$ cat src/rtl/ofdm_pkg.sv
// Shared OFDM timing constants and scheduler state encoding, used by the symbol
// scheduler and by fft_demod timing.
package ofdm_pkg;

    localparam int unsigned CP_LEN_DEF        = 18;
    localparam int unsigned CP_LONG_LEN_DEF   = 20;
    localparam int unsigned SYMS_BTWN_SSB_DEF = 280;

    typedef enum logic [1:0] {
        ST_IDLE    = 2'd0,
        ST_SKIP_CP = 2'd1,
        ST_FFT_WIN = 2'd2
    } sched_state_t;

    // Symbol phase inside a 7-symbol group.
    function automatic logic [2:0] phase_step(input logic [2:0] phase);
        return (phase == 3'd6) ? 3'd0 : phase + 3'd1;
    endfunction

endpackage

$ cat src/rtl/fft_symbol_scheduler.sv
// Schedules FFT windows on a time-domain sample stream: skips each cyclic prefix,
// gates FFT_LEN samples per symbol, and re-aligns on every qualified SSB start.
module fft_symbol_scheduler
    import ofdm_pkg::*;
#(
    parameter int unsigned NFFT          = 8,
    parameter int unsigned CP_LEN        = CP_LEN_DEF,
    parameter int unsigned CP_LONG_LEN   = CP_LONG_LEN_DEF,
    parameter int unsigned CP_ADVANCE    = 9,
    parameter int unsigned SYMS_BTWN_SSB = SYMS_BTWN_SSB_DEF,
    parameter int unsigned LONG_CP_PHASE = 7
) (
    input  logic                             clk_i,
    input  logic                             reset_ni,
    input  logic                             s_axis_in_tvalid,
    input  logic                             SSB_start_i,
    output logic                             fft_in_en_o,
    output logic                             sym_start_o,
    output logic [$clog2(SYMS_BTWN_SSB)-1:0] sym_idx_o,
    output logic                             long_cp_o,
    output logic                             busy_o,
    output logic                             resync_o
);

    localparam int unsigned FFT_LEN = 2 ** NFFT;
    localparam int unsigned SYM_W   = $clog2(SYMS_BTWN_SSB);
    localparam int unsigned CP_W    = $clog2(CP_LONG_LEN + 1);

    localparam logic [CP_W-1:0]  CP_FIRST = CP_W'(CP_LEN - CP_ADVANCE);
    localparam logic [CP_W-1:0]  CP_NORM  = CP_W'(CP_LEN);
    localparam logic [CP_W-1:0]  CP_LONG  = CP_W'(CP_LONG_LEN);
    localparam logic [NFFT-1:0]  WIN_LAST = NFFT'(FFT_LEN - 1);
    localparam logic [SYM_W-1:0] SYM_LAST = SYM_W'(SYMS_BTWN_SSB - 1);
    localparam logic [2:0]       LC_PHASE = 3'(LONG_CP_PHASE);

    if (CP_ADVANCE >= CP_LEN || CP_LONG_LEN < CP_LEN) begin : g_bad_cp
        $error("fft_symbol_scheduler: need CP_ADVANCE < CP_LEN and CP_LONG_LEN >= CP_LEN");
    end

    sched_state_t     state_q, state_d;
    logic [CP_W-1:0]  cp_cnt_q, cp_cnt_d;
    logic [NFFT-1:0]  win_cnt_q, win_cnt_d;
    logic [SYM_W-1:0] sym_idx_q, sym_idx_d;
    logic [2:0]       phase_q, phase_d;

    logic             start;
    logic             long_cp;
    logic [CP_W-1:0]  cp_target;
    logic [CP_W-1:0]  cp_inc;

    logic             fft_en_d;
    logic             sym_start_d;
    logic             resync_d;
    logic [SYM_W-1:0] sym_idx_out_d;
    logic             long_cp_out_d;

    assign start     = s_axis_in_tvalid && SSB_start_i;
    assign long_cp   = (phase_q == LC_PHASE);
    assign cp_inc    = cp_cnt_q + CP_W'(1);
    assign cp_target = (sym_idx_q == '0) ? CP_FIRST : (long_cp ? CP_LONG : CP_NORM);

    // State and counter register.
    always_ff @(posedge clk_i or negedge reset_ni) begin
        if (!reset_ni) begin
            state_q   <= ST_IDLE;
            cp_cnt_q  <= '0;
            win_cnt_q <= '0;
            sym_idx_q <= '0;
            phase_q   <= '0;
        end else begin
            state_q   <= state_d;
            cp_cnt_q  <= cp_cnt_d;
            win_cnt_q <= win_cnt_d;
            sym_idx_q <= sym_idx_d;
            phase_q   <= phase_d;
        end
    end

    // Next state, counters and per-sample outputs; everything holds on invalid cycles.
    always_comb begin
        state_d       = state_q;
        cp_cnt_d      = cp_cnt_q;
        win_cnt_d     = win_cnt_q;
        sym_idx_d     = sym_idx_q;
        phase_d       = phase_q;
        fft_en_d      = 1'b0;
        sym_start_d   = 1'b0;
        resync_d      = 1'b0;
        sym_idx_out_d = sym_idx_o;
        long_cp_out_d = long_cp_o;

        if (start) begin
            // The SSB sample itself is the first skipped prefix sample.
            resync_d      = (state_q != ST_IDLE);
            sym_idx_d     = '0;
            phase_d       = '0;
            cp_cnt_d      = CP_W'(1);
            win_cnt_d     = '0;
            state_d       = (CP_FIRST <= CP_W'(1)) ? ST_FFT_WIN : ST_SKIP_CP;
            sym_idx_out_d = '0;
            long_cp_out_d = (LC_PHASE == 3'd0);
        end else if (s_axis_in_tvalid) begin
            sym_idx_out_d = sym_idx_q;
            long_cp_out_d = (state_q != ST_IDLE) && long_cp;
            case (state_q)
                ST_IDLE: begin
                    state_d = ST_IDLE;
                end
                ST_SKIP_CP: begin
                    if (cp_inc >= cp_target) begin
                        state_d   = ST_FFT_WIN;
                        win_cnt_d = '0;
                    end else begin
                        cp_cnt_d = cp_inc;
                    end
                end
                ST_FFT_WIN: begin
                    fft_en_d    = 1'b1;
                    sym_start_d = (win_cnt_q == '0);
                    if (win_cnt_q == WIN_LAST) begin
                        phase_d = phase_step(phase_q);
                        if (sym_idx_q == SYM_LAST) begin
                            state_d = ST_IDLE;
                        end else begin
                            sym_idx_d = sym_idx_q + SYM_W'(1);
                            cp_cnt_d  = '0;
                            state_d   = ST_SKIP_CP;
                        end
                    end else begin
                        win_cnt_d = win_cnt_q + NFFT'(1);
                    end
                end
                default: begin
                    state_d = ST_IDLE;
                end
            endcase
        end
    end

    // Output register: one cycle behind the sample it describes.
    always_ff @(posedge clk_i or negedge reset_ni) begin
        if (!reset_ni) begin
            fft_in_en_o <= 1'b0;
            sym_start_o <= 1'b0;
            sym_idx_o   <= '0;
            long_cp_o   <= 1'b0;
            busy_o      <= 1'b0;
            resync_o    <= 1'b0;
        end else begin
            fft_in_en_o <= fft_en_d;
            sym_start_o <= sym_start_d;
            sym_idx_o   <= sym_idx_out_d;
            long_cp_o   <= long_cp_out_d;
            busy_o      <= (state_d != ST_IDLE);
            resync_o    <= resync_d;
        end
    end

endmodule

$ cat config.mk
export PLATFORM = sky130hd
export DESIGN_NAME = fft_symbol_scheduler
export DESIGN_NICKNAME = d
export VERILOG_FILES = /design/src/rtl/ofdm_pkg.sv /design/src/rtl/fft_symbol_scheduler.sv
export SDC_FILE = /design/constraint.sdc
export NUM_CORES = 1
export LEC_CHECK = 0
export ABC_AREA = 1
export BUFFER_PORTS_ARGS = -buffer_cell sky130_fd_sc_hd__buf_2
export CELL_PAD_IN_SITES_DETAIL_PLACEMENT = 0
export CELL_PAD_IN_SITES_GLOBAL_PLACEMENT = 1
export CORE_ASPECT_RATIO = 0.6
export CORE_MARGIN = 2
export CORE_UTILIZATION = 45
export CTS_CLUSTER_SIZE = 40
export DETAILED_ROUTE_END_ITERATION = 16
export GPL_TIMING_DRIVEN = 0
export PLACE_DENSITY = 0.78
export SLEW_MARGIN = 10
export SYNTH_ARGS = -nofsm -noshare
export SYNTH_HDL_FRONTEND = slang
export SYNTH_SLANG_ARGS = --single-unit
export TNS_END_PERCENT = 10
$ cat constraint.sdc
create_clock -name clk_i -period 3.28 [get_ports clk_i]
set_input_delay 0 -clock clk_i [delete_from_list [all_inputs] [get_ports clk_i]]
set_output_delay 0 -clock clk_i [all_outputs]
set_load 0.01 [all_outputs]
==> summary.txt <==
Worst setup path
  – Crit path required time: 3.46 ns
  – CP Class: register to register
  – CP Launch Point: sym_idx_q[0]$_DFFE_PN0P_
  – Reg-to-reg startpoint: sym_idx_q[0]$_DFFE_PN0P_
  – CP startpoint kind: register
  – R2R setup slack: 0.54 ns
  – Crit. End Element: register
  – Worst R2R End: win_cnt_q[4]$_DFFE_PN0P_
  – CP max FO: 10
  – Arrival time of the worst setup path: 2.93 ns
  – Reg2reg path depth: 19

STA
  – Slew @ Worst Pin: 0.935 ns
  – Fin Setup TNS: 0 ns
  – FMAX: 364 MHz
  – Final Hold Fails: 0
  – Final Max Tran Viols: 0
  – Tcrit/Tclk final: 83.6%
  – Final Skew: 0.0141 ns
  – # setup viols final: 0
  – Tmin final: 2.74 ns
  – Relative slew margins: 37.7%
  – RSZ-0062 raised after global routing: false

Yosys
  – Syn Area/Cell: 8.22 µm²
  – Count leader, synth: nand2_1
  – Ys async rst share: 100%
  – Sequential area share after synthesis: 44.0%
  – Post-synth top cells: 66 x nand2_1, 41 x dfrtp_1, 37 x inv_1, 22 x nor2_1
  – Top_reg_cell synth: dfrtp_1
  – Syn Nets: 300
  – Synth warnings: 0
  – Area leader, netlist: dfrtp_1
  – Post-synth top area share: 44.0%
  – Synthesized flop and latch total: 41
  – Netlist cell types: 34
  – Cells after Synth: 284
  – Cells taking the most area after synthesis: dfrtp_1 44%, nand2_1 11%, ha_1 6.4%
  – Synthesized area: 0.00233 mm²
  – Post-synth EDFFs: 0

Flow run
  – # Max-Cap Violations: 0

Pwr
  – Total leakage power: 1.30 nW
  – Peak VDD IR: 275 µV
  – Final Power: 1.47 mW
  – PwrDens: 558 mW/mm²

GRT
  – Total grt overflow: 0
  – Initial antenna violation count: 0
  – Vias in the first global route: 1,643
  – Pin count of the biggest net entering global routing: 42
  – First-pass GRT wire length: 8370 µm
  – Tot GR Track Use: 18.7%

Route
  – Initial DRC count: 101
  – First drt pass iteration count: 5
  – Drt drc: 0
  – Routed Antenna Nets: 0
  – Final wirelength: 4990 µm
  – WL/cell: 13.3 µm
  – Via count: 1,873
  – Vias per Instance: 4.98

Final layout
  – Synthesis-to-layout area growth: 12.6%
  – Antenna Cells: 0
  – Nets: 325
  – Layout cell share with drive strength beyond 1: 17.7%

Hold path
  – Worst Hold End: long_cp_o$_DFFE_PN0N_
  – Hold Startpoint: SSB_start_i
  – Hold Crit Depth: 4
  – HP Class: input port to register

Die
  – Die W: 97.0 µm
  – DIE HEIGHT: 59.8 µm
  – Starting Density: 46.4%
  – Die area: 0.00580 mm²
  – # IOs: 18
  – Core ar.: 0.00503 mm²
  – # rows: 20

Clock network
  – CTS tree: done
  – Clock sink total: 41
  – H-tree Lvls: 2
  – Clk slew on worst S/H paths: 0.09 ns
  – Post-CTS setup buffers: 0
  – Clk_lat worst skew: 0.31 ns
  – CTS max path bufs: 2
  – Num CTS Buffers: 5
  – Root Buffer: clkbuf_8

Outcome
  – Status: finished clean

Placement
  – Final HPWL DP: 3650 µm
  – IO buf count: 17
  – RePlAce Congestion: 0.832
-- sequential cells by signal (all words and copies together), names as in the netlist, 2 cells and up --
signal / count
sym_idx_q: 9
sym_idx_o: 9
state_q: 2
win_cnt_q: 8
phase_q: 3
cp_cnt_q: 5
-- kinds of logic (layout without fill, tap and decap cells) --
group	after synthesis	after routing	synth area share (%)
flip-flops	41	41	44.0
AO/OA/AOI/OAI	45	45	11.9
AND/OR/NAND/NOR	133	133	27.2
buffers and inverters	45	71	7.56
XOR/XNOR	8	8	3.00
adder cells (fa/ha/maj)	12	12	6.43
-- how the worst max path moves through the flow --
stage                               end  slack [ns]
2_1_floorplan  win_cnt_q[4]$_DFFE_PN0P_        0.92
6_report       win_cnt_q[4]$_DFFE_PN0P_        0.54
3_3_place_gp   win_cnt_q[4]$_DFFE_PN0P_        0.54
5_1_grt        win_cnt_q[4]$_DFFE_PN0P_        0.33
3_5_place_dp   win_cnt_q[4]$_DFFE_PN0P_        0.57
4_1_cts        win_cnt_q[4]$_DFFE_PN0P_        0.52
-- layout make-up --
cell class / count / area (µm²)
flip-flops and latches: 41 / 1030
multi-input cells: 198 / 1130
clock inverters: 1 / 30.0
inverters: 42 / 158
plain buffers: 3 / 18.8
clock buffers: 7 / 86.3
fillers: 487 / 2400
well taps: 66 / 82.6
repair buffers: 18 / 95.1
-- placed cells by master, fill, tap and decap left out, types with 3 or more instances in the layout --
cell type / count
nor2_1: 22
ha_1: 12
nand2_2: 8
a22o_1: 3
inv_1: 37
nand2_1: 66
inv_2: 5
buf_2: 17
nor2_2: 5
nand3_1: 9
nand4_1: 10
o21ai_1: 12
o21ai_0: 12
clkbuf_8: 6
a21oi_1: 6
xor2_1: 6
dfrtp_1: 41
o31ai_1: 3
clkbuf_1: 3
-- routing by layer --
layer	up-vias	share of wire [%]	track usage, %
met5	-	0	0
met4	0	0.88	5.43
met3	5	4.7	4.56
met2	43	36	22.7
met1	846	59	31.0
li1	979	-	-
-- timing repair --
item	CTS	global route
gates resized for setup	0	0
endpoints found under the hold margin	41	0
hold buffers	1	0
-- report_power, final --
group	total (mW)	switching [mW]	internal, mW	leakage, nW
Combinational	0.414	0.256	0.157	0.688
Clock	0.432	0.184	0.248	0.0585
Sequential	0.620	0.0556	0.564	0.550
Total	1.47	0.496	0.969	1.30
-- worst max-delay path, stage by stage (launching register included) --
cell      delay [ns]
dfrtp_1         0.38
inv_1           0.10
ha_1            0.21
inv_1           0.05
nor2_1          0.03
nand2_1         0.16
nor2_4          0.06
or2_2           0.27
ha_1            0.27
nand2_1         0.06
inv_1           0.03
nand2_1         0.04
nand3b_1        0.10
inv_1           0.08
nand2_1         0.06
nand2_2         0.08
nand3_2         0.09
o21ai_4         0.24
buf_6           0.20
a21oi_1         0.09
-- metrics by stage --
stage / util [%] / hold slack [ns] / area, µm² / std cells / setup WS, ns
finish: 52.2 / 0.0295 / 2630 / 376 / 0.536
detailed placement: 49.7 / 0.200 / 2500 / 367 / 0.566
CTS: 52.2 / 0.0371 / 2630 / 376 / 0.525
global placement: 49.7 / 0.191 / 2500 / 367 / 0.539
global route: 52.2 / 0.0628 / 2630 / 376 / 0.335
floorplan: - / -0.296 / 2330 / 284 / 0.916
Note: power is estimated with default switching activity, not from simulation.
